## src/rtl/rect_frame_sched_pkg.sv

```systemverilog
// Shared definitions for the rect frame scheduler.
// Holds the default geometry (rects per class, coordinate and possibility
// widths) and the field layout of one rect entry {x1,y1,x2,y2}, x1 in the MSBs.
package rect_frame_sched_pkg;

  localparam int DEF_RECT_NUMMAX        = 8;
  localparam int POSITION_WIDTH         = 8;
  localparam int RECT_POSSIBILITY_WIDTH = 8;

  // Field indices inside one entry, counted from the LSB end.
  localparam int FLD_Y2 = 0;
  localparam int FLD_X2 = 1;
  localparam int FLD_Y1 = 2;
  localparam int FLD_X1 = 3;

  // LSB position of a field for a given coordinate width.
  function automatic int fld_lsb(input int fld, input int pw);
    return fld * pw;
  endfunction

endpackage

```

## src/rtl/rect_frame_sched_if.sv

```systemverilog
// Bundle between the detector streams / vsync source and the scheduler,
// and between the scheduler and the overlay stage.
//   master : detector + overlay side (drives i_*, observes o_*)
//   slave  : the scheduler (observes i_*, drives o_*)
interface rect_frame_sched_if #(
  parameter int RECT_NUMMAX = 8,
  parameter int P_W         = 8,
  parameter int R_W         = 8
);
  localparam int CNT_W  = $clog2(RECT_NUMMAX + 1);
  localparam int RECT_W = 4 * P_W;

  logic                      i_vs;
  logic                      i_head_valid;
  logic                      o_head_ready;
  logic [RECT_W-1:0]         i_head_rect;
  logic [R_W-1:0]            i_head_posi;
  logic                      i_hair_valid;
  logic                      o_hair_ready;
  logic [RECT_W-1:0]         i_hair_rect;
  logic                      o_start;
  logic [RECT_NUMMAX*RECT_W-1:0] o_head_wire;
  logic [RECT_NUMMAX*RECT_W-1:0] o_hair_wire;
  logic [RECT_NUMMAX*R_W-1:0]    o_posi_wire;
  logic [CNT_W-1:0]          o_head_num;
  logic [CNT_W-1:0]          o_hair_num;
  logic                      o_ovf;

  modport master (
    output i_vs, i_head_valid, i_head_rect, i_head_posi, i_hair_valid, i_hair_rect,
    input  o_head_ready, o_hair_ready, o_start, o_head_wire, o_hair_wire,
           o_posi_wire, o_head_num, o_hair_num, o_ovf
  );

  modport slave (
    input  i_vs, i_head_valid, i_head_rect, i_head_posi, i_hair_valid, i_hair_rect,
    output o_head_ready, o_hair_ready, o_start, o_head_wire, o_hair_wire,
           o_posi_wire, o_head_num, o_hair_num, o_ovf
  );

endinterface

```

## src/rtl/rect_frame_sched_rr_arb2.sv

```systemverilog
// Two-requester round-robin arbiter.
//   clk, rst     : clock, synchronous active-high reset
//   en           : arbitration enabled (grants forced low otherwise)
//   req_a, req_b : requests (a = head stream, b = hair stream)
//   gnt_a, gnt_b : combinational grants, at most one high
// The pointer only moves after a contended grant, so a lone requester
// never steals the other stream's turn.
module rr_arb2 (
  input  logic clk,
  input  logic rst,
  input  logic en,
  input  logic req_a,
  input  logic req_b,
  output logic gnt_a,
  output logic gnt_b
);

  logic ptr_r;      // 0: a wins the next contention, 1: b wins
  logic both_s;

  // Grant decode from requests and pointer.
  always_comb begin
    gnt_a  = 1'b0;
    gnt_b  = 1'b0;
    both_s = req_a & req_b;
    if (en) begin
      if (both_s) begin
        gnt_a = ~ptr_r;
        gnt_b = ptr_r;
      end else begin
        gnt_a = req_a;
        gnt_b = req_b;
      end
    end else begin
      gnt_a = 1'b0;
      gnt_b = 1'b0;
    end
  end

  // Pointer toggles after each contended grant.
  always_ff @(posedge clk) begin
    if (rst) begin
      ptr_r <= 1'b0;
    end else if (en && both_s) begin
      ptr_r <= ~ptr_r;
    end else begin
      ptr_r <= ptr_r;
    end
  end

endmodule

```

## src/rtl/rect_frame_sched.sv

```systemverilog
// Frame-synchronous rect scheduler feeding the overlay stage.
// Collects head/hair rect entries into a shadow file during a frame; on a
// vsync rising edge it publishes the whole file atomically (one PUBLISH
// cycle), then strobes o_start for one cycle.
//   sys_clk, sys_rst : clock, synchronous active-high reset
//   bus (slave)      : detector handshakes, vsync, published rect wires,
//                      counts, overflow flag, start strobe
module rect_frame_sched
  import rect_frame_sched_pkg::*;
#(
  parameter int RECT_NUMMAX = DEF_RECT_NUMMAX,
  parameter int P_W         = POSITION_WIDTH,
  parameter int R_W         = RECT_POSSIBILITY_WIDTH
) (
  input  logic              sys_clk,
  input  logic              sys_rst,
  rect_frame_sched_if.slave bus
);

  localparam int CNT_W  = $clog2(RECT_NUMMAX + 1);
  localparam int IDX_W  = (RECT_NUMMAX > 1) ? $clog2(RECT_NUMMAX) : 1;
  localparam int RECT_W = 4 * P_W;

  localparam logic [1:0] ST_COLLECT = 2'd0;
  localparam logic [1:0] ST_PUBLISH = 2'd1;
  localparam logic [1:0] ST_START   = 2'd2;

  localparam logic [CNT_W-1:0] CNT_FULL = CNT_W'(RECT_NUMMAX);

  // An entry with inverted corners cannot be drawn; it is dropped.
  function automatic logic rect_malformed(input logic [RECT_W-1:0] r);
    logic [P_W-1:0] x1, y1, x2, y2;
    x1 = r[fld_lsb(FLD_X1, P_W) +: P_W];
    y1 = r[fld_lsb(FLD_Y1, P_W) +: P_W];
    x2 = r[fld_lsb(FLD_X2, P_W) +: P_W];
    y2 = r[fld_lsb(FLD_Y2, P_W) +: P_W];
    return (x1 > x2) || (y1 > y2);
  endfunction

  logic [1:0]        state_r;
  logic              vs_d_r;
  logic              vs_edge_s;
  logic              collect_s;
  logic              gnt_head_s;
  logic              gnt_hair_s;
  logic              head_acc_s;
  logic              hair_acc_s;
  logic              head_drop_s;
  logic              hair_drop_s;

  logic [RECT_W-1:0] head_rect_r [RECT_NUMMAX];
  logic [R_W-1:0]    head_posi_r [RECT_NUMMAX];
  logic [RECT_W-1:0] hair_rect_r [RECT_NUMMAX];
  logic [CNT_W-1:0]  head_cnt_r;
  logic [CNT_W-1:0]  hair_cnt_r;
  logic              ovf_sticky_r;

  logic                          o_start_r;
  logic [RECT_NUMMAX*RECT_W-1:0] o_head_wire_r;
  logic [RECT_NUMMAX*RECT_W-1:0] o_hair_wire_r;
  logic [RECT_NUMMAX*R_W-1:0]    o_posi_wire_r;
  logic [CNT_W-1:0]              o_head_num_r;
  logic [CNT_W-1:0]              o_hair_num_r;
  logic                          o_ovf_r;

  rr_arb2 u_arb (
    .clk   (sys_clk),
    .rst   (sys_rst),
    .en    (collect_s),
    .req_a (bus.i_head_valid),
    .req_b (bus.i_hair_valid),
    .gnt_a (gnt_head_s),
    .gnt_b (gnt_hair_s)
  );

  // Handshake and drop decode for the current cycle.
  always_comb begin
    collect_s   = (state_r == ST_COLLECT);
    vs_edge_s   = bus.i_vs & ~vs_d_r;
    head_acc_s  = bus.i_head_valid & gnt_head_s;
    hair_acc_s  = bus.i_hair_valid & gnt_hair_s;
    head_drop_s = rect_malformed(bus.i_head_rect) || (head_cnt_r == CNT_FULL);
    hair_drop_s = rect_malformed(bus.i_hair_rect) || (hair_cnt_r == CNT_FULL);
  end

  // Frame FSM, vsync edge register and shadow rect file.
  always_ff @(posedge sys_clk) begin
    if (sys_rst) begin
      state_r      <= ST_COLLECT;
      vs_d_r       <= 1'b0;
      head_cnt_r   <= '0;
      hair_cnt_r   <= '0;
      ovf_sticky_r <= 1'b0;
      o_start_r    <= 1'b0;
      for (int k = 0; k < RECT_NUMMAX; k++) begin
        head_rect_r[k] <= '0;
        head_posi_r[k] <= '0;
        hair_rect_r[k] <= '0;
      end
    end else begin
      vs_d_r    <= bus.i_vs;
      o_start_r <= 1'b0;
      case (state_r)
        ST_COLLECT: begin
          if (vs_edge_s) begin
            state_r <= ST_PUBLISH;
          end else begin
            state_r <= ST_COLLECT;
          end
          if (head_acc_s) begin
            if (head_drop_s) begin
              ovf_sticky_r <= 1'b1;
            end else begin
              head_rect_r[head_cnt_r[IDX_W-1:0]] <= bus.i_head_rect;
              head_posi_r[head_cnt_r[IDX_W-1:0]] <= bus.i_head_posi;
              head_cnt_r <= head_cnt_r + CNT_W'(1);
            end
          end
          if (hair_acc_s) begin
            if (hair_drop_s) begin
              ovf_sticky_r <= 1'b1;
            end else begin
              hair_rect_r[hair_cnt_r[IDX_W-1:0]] <= bus.i_hair_rect;
              hair_cnt_r <= hair_cnt_r + CNT_W'(1);
            end
          end
        end
        ST_PUBLISH: begin
          // The publish registers sample the counts this cycle, so the
          // clear lands after they have been copied.
          head_cnt_r   <= '0;
          hair_cnt_r   <= '0;
          ovf_sticky_r <= 1'b0;
          o_start_r    <= 1'b1;
          state_r      <= ST_START;
        end
        ST_START: begin
          state_r <= ST_COLLECT;
        end
        default: begin
          state_r <= ST_COLLECT;
        end
      endcase
    end
  end

  // Publish registers: loaded only in PUBLISH, held otherwise.
  always_ff @(posedge sys_clk) begin
    if (sys_rst) begin
      o_head_wire_r <= '0;
      o_hair_wire_r <= '0;
      o_posi_wire_r <= '0;
      o_head_num_r  <= '0;
      o_hair_num_r  <= '0;
      o_ovf_r       <= 1'b0;
    end else if (state_r == ST_PUBLISH) begin
      // Slots at or beyond the count may hold stale entries from an
      // earlier frame; they publish as zero rects.
      for (int k = 0; k < RECT_NUMMAX; k++) begin
        if (CNT_W'(k) < head_cnt_r) begin
          o_head_wire_r[k*RECT_W +: RECT_W] <= head_rect_r[k];
          o_posi_wire_r[k*R_W +: R_W]       <= head_posi_r[k];
        end else begin
          o_head_wire_r[k*RECT_W +: RECT_W] <= '0;
          o_posi_wire_r[k*R_W +: R_W]       <= '0;
        end
        if (CNT_W'(k) < hair_cnt_r) begin
          o_hair_wire_r[k*RECT_W +: RECT_W] <= hair_rect_r[k];
        end else begin
          o_hair_wire_r[k*RECT_W +: RECT_W] <= '0;
        end
      end
      o_head_num_r <= head_cnt_r;
      o_hair_num_r <= hair_cnt_r;
      o_ovf_r      <= ovf_sticky_r;
    end else begin
      o_head_wire_r <= o_head_wire_r;
      o_hair_wire_r <= o_hair_wire_r;
      o_posi_wire_r <= o_posi_wire_r;
      o_head_num_r  <= o_head_num_r;
      o_hair_num_r  <= o_hair_num_r;
      o_ovf_r       <= o_ovf_r;
    end
  end

  assign bus.o_head_ready = gnt_head_s;
  assign bus.o_hair_ready = gnt_hair_s;
  assign bus.o_start      = o_start_r;
  assign bus.o_head_wire  = o_head_wire_r;
  assign bus.o_hair_wire  = o_hair_wire_r;
  assign bus.o_posi_wire  = o_posi_wire_r;
  assign bus.o_head_num   = o_head_num_r;
  assign bus.o_hair_num   = o_hair_num_r;
  assign bus.o_ovf        = o_ovf_r;

endmodule

```

## src/flat_wrapper.sv

```systemverilog
// flat-port wrapper written by rule: the top's interface ports become plain ports
module rect_frame_sched_flat import rect_frame_sched_pkg::*;
#(
  parameter int RECT_NUMMAX = DEF_RECT_NUMMAX,
  parameter int P_W         = POSITION_WIDTH,
  parameter int R_W         = RECT_POSSIBILITY_WIDTH
)
  (sys_clk, sys_rst, bus_i_vs, bus_i_head_valid, bus_i_head_rect, bus_i_head_posi, bus_i_hair_valid, bus_i_hair_rect, bus_o_head_ready, bus_o_hair_ready, bus_o_start, bus_o_head_wire, bus_o_hair_wire, bus_o_posi_wire, bus_o_head_num, bus_o_hair_num, bus_o_ovf);
  rect_frame_sched_if #(.RECT_NUMMAX(RECT_NUMMAX), .P_W(P_W), .R_W(R_W)) bus_i ();
  input  logic sys_clk;
  input  logic sys_rst;
  input wire logic [$bits(bus_i.i_vs)-1:0] bus_i_vs;
  input wire logic [$bits(bus_i.i_head_valid)-1:0] bus_i_head_valid;
  input wire logic [$bits(bus_i.i_head_rect)-1:0] bus_i_head_rect;
  input wire logic [$bits(bus_i.i_head_posi)-1:0] bus_i_head_posi;
  input wire logic [$bits(bus_i.i_hair_valid)-1:0] bus_i_hair_valid;
  input wire logic [$bits(bus_i.i_hair_rect)-1:0] bus_i_hair_rect;
  output wire logic [$bits(bus_i.o_head_ready)-1:0] bus_o_head_ready;
  output wire logic [$bits(bus_i.o_hair_ready)-1:0] bus_o_hair_ready;
  output wire logic [$bits(bus_i.o_start)-1:0] bus_o_start;
  output wire logic [$bits(bus_i.o_head_wire)-1:0] bus_o_head_wire;
  output wire logic [$bits(bus_i.o_hair_wire)-1:0] bus_o_hair_wire;
  output wire logic [$bits(bus_i.o_posi_wire)-1:0] bus_o_posi_wire;
  output wire logic [$bits(bus_i.o_head_num)-1:0] bus_o_head_num;
  output wire logic [$bits(bus_i.o_hair_num)-1:0] bus_o_hair_num;
  output wire logic [$bits(bus_i.o_ovf)-1:0] bus_o_ovf;
  assign bus_i.i_vs = bus_i_vs;
  assign bus_i.i_head_valid = bus_i_head_valid;
  assign bus_i.i_head_rect = bus_i_head_rect;
  assign bus_i.i_head_posi = bus_i_head_posi;
  assign bus_i.i_hair_valid = bus_i_hair_valid;
  assign bus_i.i_hair_rect = bus_i_hair_rect;
  assign bus_o_head_ready = bus_i.o_head_ready;
  assign bus_o_hair_ready = bus_i.o_hair_ready;
  assign bus_o_start = bus_i.o_start;
  assign bus_o_head_wire = bus_i.o_head_wire;
  assign bus_o_hair_wire = bus_i.o_hair_wire;
  assign bus_o_posi_wire = bus_i.o_posi_wire;
  assign bus_o_head_num = bus_i.o_head_num;
  assign bus_o_hair_num = bus_i.o_hair_num;
  assign bus_o_ovf = bus_i.o_ovf;
  rect_frame_sched #(.RECT_NUMMAX(RECT_NUMMAX), .P_W(P_W), .R_W(R_W)) u_core (.sys_clk(sys_clk), .sys_rst(sys_rst), .bus(bus_i));
endmodule
```

## config.mk

```make
export PLATFORM = sky130hd
export DESIGN_NAME = rect_frame_sched_flat
export DESIGN_NICKNAME = d
export VERILOG_FILES = /design/src/rtl/rect_frame_sched_pkg.sv /design/src/rtl/rect_frame_sched_if.sv /design/src/rtl/rect_frame_sched_rr_arb2.sv /design/src/rtl/rect_frame_sched.sv /design/src/flat_wrapper.sv
export SDC_FILE = /design/constraint.sdc
export NUM_CORES = 1
export LEC_CHECK = 0
export ABC_AREA = 1
export CAP_MARGIN = 20
export CORE_MARGIN = 2
export CORE_UTILIZATION = 55
export DETAILED_ROUTE_END_ITERATION = 10
export PLACE_DENSITY = 0.82
export SYNTH_ARGS = -nofsm -noshare
export SYNTH_HDL_FRONTEND = slang
export SYNTH_SLANG_ARGS = --single-unit
```

## constraint.sdc

```tcl
create_clock -name sys_clk -period 6.2 [get_ports sys_clk]
set_input_delay 1.24 -clock sys_clk [delete_from_list [all_inputs] [get_ports sys_clk]]
set_output_delay 1.24 -clock sys_clk [all_outputs]
set_load 0.005 [all_outputs]
```

# Yosys cells after proc, flatten, opt, wreduce, memory -nomap -nowiden

Memories as Yosys holds them, arrays and structs flattened.
Index checks and enable logic that the tools add are counted.

$add $sub $neg: 2
$lt $le $gt $ge: 20
Eq/ne operators: 7
Multiplexer cells: 63
Bitwise gates (word level): 6
Reductions and logical operators: 12

Operators with widths:

| operator              | number |
|---|---|
| $mux W32              | 18 |
| $mux W8               | 9 |
| $reduce_or A32 Y1     | 2 |
| $gt A8 B8 Y1          | 4 |
| $lt A3 B4 Y1 const A  | 8 |
| $mux W1               | 25 |
| $lt A1 B4 Y1 const A  | 4 |
| $lt A2 B4 Y1 const A  | 4 |
| $mux W4               | 4 |
| $pmux W4 S2           | 2 |
| $mux W3               | 3 |
| $add A4 B1 Y4 const B | 2 |
| $eq A4 B4 Y1 const B  | 2 |
| $reduce_or A8 Y1      | 1 |
| $reduce_and A3 Y1     | 2 |
| $and A1 B1 Y1         | 4 |
| $logic_or A1 B1 Y1    | 4 |
| $ne A2 B1 Y1 const B  | 2 |
| $ne A2 B2 Y1 const B  | 2 |
| $pmux W2 S2           | 1 |
| $eq A2 B1 Y1 const B  | 1 |
| $logic_not A2 Y1      | 1 |
| $not A1 Y1            | 2 |
| $pmux W1 S2           | 1 |
| 2 further kinds       | 2 |

Register bits: 599
Memory bits (writable): 576
Output and inout bits: 588
Logic and storage cells: 126
Memories: 3

Memory list:

| name               | depth | bits a word | read ports | clocked after memory_dff | wr ports | RTL line               | source |
|---|---|---|---|---|---|---|---|
| u_core.hair_rect_r | 8     | 32          | 8          | 0                        | 8        | rect_frame_sched.sv:53 | `logic [RECT_W-1:0] hair_rect_r [RECT_NUMMAX];` |
| u_core.head_rect_r | 8     | 32          | 8          | 0                        | 8        | rect_frame_sched.sv:51 | `logic [RECT_W-1:0] head_rect_r [RECT_NUMMAX];` |
| u_core.head_posi_r | 8     | 8           | 8          | 0                        | 8        | rect_frame_sched.sv:52 | `logic [R_W-1:0] head_posi_r [RECT_NUMMAX];` |

# Depth between registers and ports, before layout

Gate-level depths: netlist of run 1.

Depth after elaboration: 10
Depth in mapped cells: 17
Gate-level depth less buffers: 16

# Modules after synthesis

A second synthesis of run 1 with hierarchy kept.

Cells, all modules: 3,586
Area, all modules: 40,860.4 µm²

By module, submodules not included:

| module           | instances | cells each | area an instance (µm²) | sequential area each (µm²) |
|---|---|---|---|---|
| rect_frame_sched | 1         | 3,573      | 40,790.4               | 29,248.1 |
| rr_arb2          | 1         | 13         | 70.1                   | 20.0 |

# Least setup slack after synthesis of run 1

No wires, ideal clock.

Kind: input to register
Start: input bus_i_head_rect[15]
End: memory u_core.head_posi_r[6][0] (enable)
Arrival time: 3.700 ns
Path slack: 2.102 ns
Stages: 13
Path buffers: 1
Path through: clkinv_1 > ha_1 > a21o_1 > nor2_1 > nand2_1 > nand2_1 > nand3_2 > nor2_2 > nand2_2 > nor2_8 > nand2_2 > buf_2 > nand2_1

RTL lines:

| element     | RTL line               | source |
|---|---|---|
| from (decl) | flat_wrapper.sv:14     | `input wire logic [$bits(bus_i.i_head_rect)-1:0] bus_i_head_rect;` |
| to (decl)   | rect_frame_sched.sv:52 |  |

==> results of run 1 <==
## through the flow
stage / util / area (um2) / cells
after floorplan: - / 41300 / 3770
after global placement: 0.656 / 48800 / 5267
after detailed placement: 0.656 / 48800 / 5267
after CTS: 0.708 / 52700 / 5477
after global routing: 0.710 / 52800 / 5489
final: 0.710 / 52800 / 5489
## worst min path at each step
stage                                   end                startpoint  slack, ns
3_5_place_dp   u_core.state_r[0]$_SDFF_PP0_  u_core.vs_d_r$_SDFF_PP0_       0.37
6_report       u_core.state_r[0]$_SDFF_PP0_  u_core.vs_d_r$_SDFF_PP0_       0.38
3_3_place_gp   u_core.state_r[0]$_SDFF_PP0_  u_core.vs_d_r$_SDFF_PP0_       0.37
4_1_cts        u_core.state_r[0]$_SDFF_PP0_  u_core.vs_d_r$_SDFF_PP0_       0.38
2_1_floorplan  u_core.state_r[0]$_SDFF_PP0_  u_core.vs_d_r$_SDFF_PP0_       0.37
5_1_grt        u_core.state_r[0]$_SDFF_PP0_  u_core.vs_d_r$_SDFF_PP0_       0.39
## cell usage in the layout (no fill, tap or decap), types with 3 or more instances in the layout
| master | instances |
|---|---|
| a21oi_1 | 15 |
| a32o_1 | 136 |
| buf_12 | 9 |
| buf_4 | 67 |
| bufinv_16 | 13 |
| clkbuf_1 | 24 |
| clkbuf_16 | 113 |
| clkbuf_8 | 13 |
| clkdlybuf4s50_1 | 664 |
| clkinv_1 | 39 |
| clkinv_16 | 3 |
| clkinv_2 | 24 |
| clkinv_4 | 4 |
| clkinvlp_4 | 5 |
| dfxtp_1 | 597 |
| diode_2 | 8 |
| edfxtp_1 | 576 |
| ha_1 | 38 |
| inv_1 | 414 |
| inv_2 | 3 |
| nand2_1 | 619 |
| nand2_2 | 14 |
| nand2_4 | 8 |
| nand3_1 | 11 |
| nand3_2 | 4 |
| nand4_1 | 14 |
| nor2_1 | 602 |
| nor2_4 | 6 |
| o21ai_0 | 387 |
| o21ai_1 | 60 |
| o21ai_4 | 3 |
| xnor2_1 | 3 |
## cell families after synthesis
logic type	count (synthesis)
flip-flops	1174
adder cells (fa/ha/maj)	38
AND/OR/NAND/NOR	1283
XOR/XNOR	5
AO/OA/AOI/OAI	610
buffers and inverters	660
## state kept, by name, indices dropped and copies added, names as in the netlist
name / cells
u_core.bus.o_hair_num: 4
u_core.head_cnt_r: 4
u_core.bus.o_ovf: 1
u_core.hair_rect_r: 256
u_core.head_posi_r: 64
u_core.vs_d_r: 1
u_core.bus.o_posi_wire: 64
u_core.bus.o_start: 1
u_core.bus.o_head_wire: 256
u_core.hair_cnt_r: 4
u_core.bus.o_head_num: 4
u_core.state_r: 1
u_core.ovf_sticky_r: 1
u_core.bus.o_hair_wire: 256
u_core.head_rect_r: 256
u_core.u_arb.ptr_r: 1
## routing by layer
metal	up-vias	global-route usage	part of all wire
met5	-	0	0.00038
met4	8	0.234	0.080
met3	511	0.0820	0.11
met2	2045	0.524	0.46
met1	14900	0.404	0.35
li1	13700	-	-
## layout make-up
class | count | share of cell area
antenna | 8 | 0.000379
clock buffer | 150 | 0.0586
clock inverter | 60 | 0.0146
inverter | 450 | 0.0320
multi-input combinational | 1936 | 0.178
sequential | 1174 | 0.554
tap | 969 | 0.0230
timing repair buffer | 742 | 0.140
## critical path, delay by kind of cell
family	cells	cell delay (ns)
AND/OR/NAND/NOR	12	2.14
buffers and inverters	3	0.89
adder cells (fa/ha/maj)	1	0.45
## where the power goes
group	switching, W	total, W	internal (W)
registers	0.0000570	0.00833	0.00827
logic	0.000469	0.000617	0.000148
clock network	0.00302	0.00711	0.00408
==> flow_summary.ini, run 1 <==
[floorplan]
die_w_um = 278
start_util = 0.555
fp-row-count = 100
pin_count = 665
die_height_um = 278
core_um2 = 74400
die_area_um2 = 77400

[drt]
routed_wl_um = 132000
vias = 31100
antenna_left = 0
drtIter0Drc = 3665
wire_per_inst_um = 24.0
drc = 0
dr.pass1.iters = 6
avgViaCountPerCell = 5.67

[logic_synthesis]
synth.largest_area_cell = edfxtp_1
synth-seq-area-share = 0.708
synth_fa_ha_area_frac = 0.0115
synth_area_leaders = edfxtp_1, dfxtp_1, nand2_1
synth.area.mux_share = 0
synth_most_common_cell = nand2_1
synth_compound_area_frac = 0.0908
synth_flop_cell = dfxtp_1
synth_area_um2 = 41300
async_flop_share = 0
netlist.area_leader.share = 0.418
syn-instance-count = 3770
synth_fp_nets = 3885
synth_common_cells = nand2_1, nor2_1, dfxtp_1
synth-edff-count = 576
synth_top_family_by_area = simple AND/OR/NAND/NOR gates
avgSynthCellArea_um2 = 11.0
netlist-cell-type-count = 31
yosysWarnings = 0
ys_seq_elements = 1174
synthXorXnorAreaFrac = 0.00106
synth-simple-area-share = 0.121

[timing]
rsz0062_at_grt = no
period_share = 0.718
timing.fmax_mhz = 225
finalSetupViolations = 0
fin_skew_ns = 0.0683
period_needed_ns = 4.45
slew_headroom = 0.256
worstMarginPinSlew_ns = 1.12
finalHoldViolations = 0
worst_hold_slack_ns = 0.381
worst_slack_ns = 1.75
drv_slew = 0
tns_ns = 0

[final_layout]
nets = 4529
multi_input_area_um2 = 9380
drive_above_1_share = 0.0674
nFillCells = 4901
syn_to_final_growth_pct = 27.8
register_area_um2 = 29300

[worst_setup_path]
reg2reg_depth = 9
criticalPathCategory = in -> reg
crit_chain = clkdlybuf4s50_1, clkinv_1, ha_1, nand2_1, inv_1, nand2_1, nand2_1, nand2_1, nand2_1, nand2_1, nand3_2, nor2_2, nand2_2, nor2_8, nand2_4, nand2_2
r2r_start = u_core.head_cnt_r[0]$_SDFFE_PP0P_
slowest_stage = nand2_2
reg2reg_slack_ns = 2.70
crit_path_frequent_cell = nand2_1
crit_path_start = bus_i_head_rect[2]
path_max_fanout = 41
r2r_end = u_core.head_rect_r[4][31]$_SDFFCE_PN0P_
critPathCaptureType = flop
slowest_delay_ns = 0.88
crit_arrival_ns = 4.76
worstPathRequired_ns = 6.51
start_kind = input port
crit_end = u_core.head_rect_r[4][31]$_SDFFCE_PN0P_

[global_routing]
antenna_found_initial = 12
grt_pass1_vias = 30100
track_usage = 0.333
grt_max_degree = 199
grt.overflow.total = 0
grt_pass1_wl_um = 190000

[clocking]
htreeDepth = 3
cts_tree = yes
numClockSinks = 1174
post_cts_buffers = 0
ctsHoldBuffers = 0
path_clk_slew_ns = 0.07
numCtsBuffers = 110
clock_latency_ns = 0.69
cts_root_buffer = clkbuf_16
cts_buffer_depth = 3
cts_resized = 0

[worst_hold_path]
whs_path_depth = 1
hp-class = reg -> reg

[placed_design]
routabilityCongestion = 0.917
place_hpwl_um = 85900
place_ws_ns = 1.14
port_buffers = 664

[power]
power.density_nw_per_um2 = 304
max-vdd-ir-drop_v = 0.000329
finalPower_w = 0.0161
leakage_nw = 20.3

[run]
timing.max_cap.violations = 0

[outcome]
status = completed
No activity file was read; power rests on OpenSTA's default activity.
==> run 2: changes to the inputs <==
Settings changed: CORE_UTILIZATION 55 to 53, PLACE_DENSITY 0.82 to 0.79.
Clock period 6.2 ns to 4.5 ns, I/O delays scaled along.
==> run 2 against run 1 <==
Compared with the run above: utilization is 2.4 points lower; global-route usage decreased by 1.4 points; setup slack lost 0.67 ns; register-to-register slack lost 1.5 ns; clock skew down 0.022 ns; first-iteration DRC count fell by 2.7%; highest routed layer unchanged; sequential share of layout area down 0.23 points; critical path depth grew 1; flip-flop and latch count unchanged; largest power group unchanged.
==> flow_summary.ini, run 2 (same netlist as run 1, synthesis figures left out) <==
[clocking]
cts_root_buffer = clkbuf_16
htreeDepth = 3
path_clk_slew_ns = 0.07
cts_tree = yes
numCtsBuffers = 111
post_cts_buffers = 0
ctsHoldBuffers = 0
cts_resized = 0
numClockSinks = 1174
clock_latency_ns = 0.69
cts_buffer_depth = 3

[timing]
drv_slew = 0
finalHoldViolations = 0
slew_headroom = 0.248
period_needed_ns = 3.42
fin_skew_ns = 0.0463
rsz0062_at_grt = no
worst_slack_ns = 1.08
finalSetupViolations = 0
tns_ns = 0
timing.fmax_mhz = 292
period_share = 0.761
worstMarginPinSlew_ns = 1.13

[worst_hold_path]
holdPathEnd = u_core.state_r[0]$_SDFF_PP0_
hp-class = reg -> reg
whs_path_depth = 1
min_from = u_core.vs_d_r$_SDFF_PP0_

[power]
power.density_nw_per_um2 = 415
leakage_nw = 20.3
max-vdd-ir-drop_v = 0.000364

[placed_design]
place_ws_ns = 0.401
dp.cells = 5360
routabilityCongestion = 0.895
placed_cell_area_um2 = 49200
place_hpwl_um = 87500
port_buffers = 664

[worst_setup_path]
critPathCaptureType = flop
path_max_fanout = 29
worstPathRequired_ns = 4.83
reg2reg_depth = 5
crit_arrival_ns = 3.76
start_kind = input port
r2r_end = u_core.bus.o_head_wire[237]$_SDFFE_PP0P_
reg2reg_slack_ns = 1.25
criticalPathCategory = in -> reg
r2r_start = u_core.bus.o_start$_SDFF_PP0_

[global_routing]
grt_max_degree = 189
antenna_found_initial = 4
track_usage = 0.318
grt_pass1_vias = 29400
grt.overflow.total = 0
grt_pass1_wl_um = 189000

[floorplan]
die_area_um2 = 80300
start_util = 0.535
die_w_um = 283
core_um2 = 77300
fp-row-count = 102
pin_count = 665
die_height_um = 283

[final_layout]
final_common_cell = clkdlybuf4s50_1
nFillCells = 5429
instances_no_fill = 5571
fin_area_um2 = 53000
multi_input_area_um2 = 9380
drive_above_1_share = 0.0695
register_area_um2 = 29300
syn_to_final_growth_pct = 28.3
final_cell_mix = clkdlybuf4s50_1, nand2_1, nor2_1, dfxtp_1, edfxtp_1
nets = 4548
antenna_cells = 0

[drt]
drc = 0
dr.pass1.iters = 6
antenna_left = 0
vias = 30600
drtIter0Drc = 3565
wire_per_inst_um = 23.6
routed_wl_um = 131000
avgViaCountPerCell = 5.49

[run]
timing.max_cap.violations = 0

[outcome]
status = completed
-- run 2: area by class of cell --
cell class / instances / area share
clock inverter: 53 / 0.0133
clock buffer: 158 / 0.0591
sequential: 1174 / 0.552
multi-input combinational: 1936 / 0.177
tap: 1040 / 0.0245
timing repair buffer: 760 / 0.142
inverter: 450 / 0.0318
-- run 2: per-stage QoR --
stage / total power [W] / utilization / hold slack, ns
after floorplan: 0.0121 / - / 0.366
after global placement: 0.0125 / 0.635 / 0.369
after detailed placement: 0.0126 / 0.636 / 0.375
after CTS: 0.0221 / 0.686 / 0.384
after global routing: 0.0226 / 0.686 / 0.408
final: 0.0220 / 0.686 / 0.384
-- run 2: worst max-delay path by stage --
stage / startpoint / cells past startpoint / end
after global routing: bus_i_head_rect[1] / 17 / u_core.head_posi_r[7][0]$_SDFFCE_PN0P_
after CTS: bus_i_head_valid / 5 / bus_o_hair_ready
after global placement: bus_i_head_rect[1] / 17 / u_core.head_posi_r[7][0]$_SDFFCE_PN0P_
after floorplan: bus_i_head_rect[15] / 13 / u_core.head_posi_r[6][0]$_SDFFCE_PN0P_
after detailed placement: bus_i_head_rect[1] / 17 / u_core.head_posi_r[7][0]$_SDFFCE_PN0P_
final: bus_i_head_rect[1] / 17 / u_core.head_rect_r[5][5]$_SDFFCE_PN0P_
-- run 2: per-layer routing --
metal	GRT usage	routed length [um]	vias up
met5	0	57	-
met4	0.197	8900	8
met3	0.0903	14900	408
met2	0.491	60200	1760
met1	0.397	47400	14700
li1	-	-	13700
-- run 2: report_power, final --
part / internal (W) / switching, W / total, W / leakage [nW]
registers: 0.0114 / 0.0000716 / 0.0115 / 10.8
logic: 0.000213 / 0.000672 / 0.000885 / 7.72
clock network: 0.00563 / 0.00406 / 0.00969 / 1.86
-- run 2: critical path: stages --
cell	delay [ns]
clkdlybuf4s50_1	0.50
clkinv_1	0.32
ha_1	0.45
nand2_1	0.08
nand2_1	0.06
nand2_1	0.05
nand2_1	0.05
nand2_1	0.09
nand2_1	0.06
nand2_1	0.06
nand3_2	0.14
nor2_2	0.12
nand2_2	0.13
nor2_4	0.16
nand2_2	0.08
nand2_2	0.08
buf_4	0.39
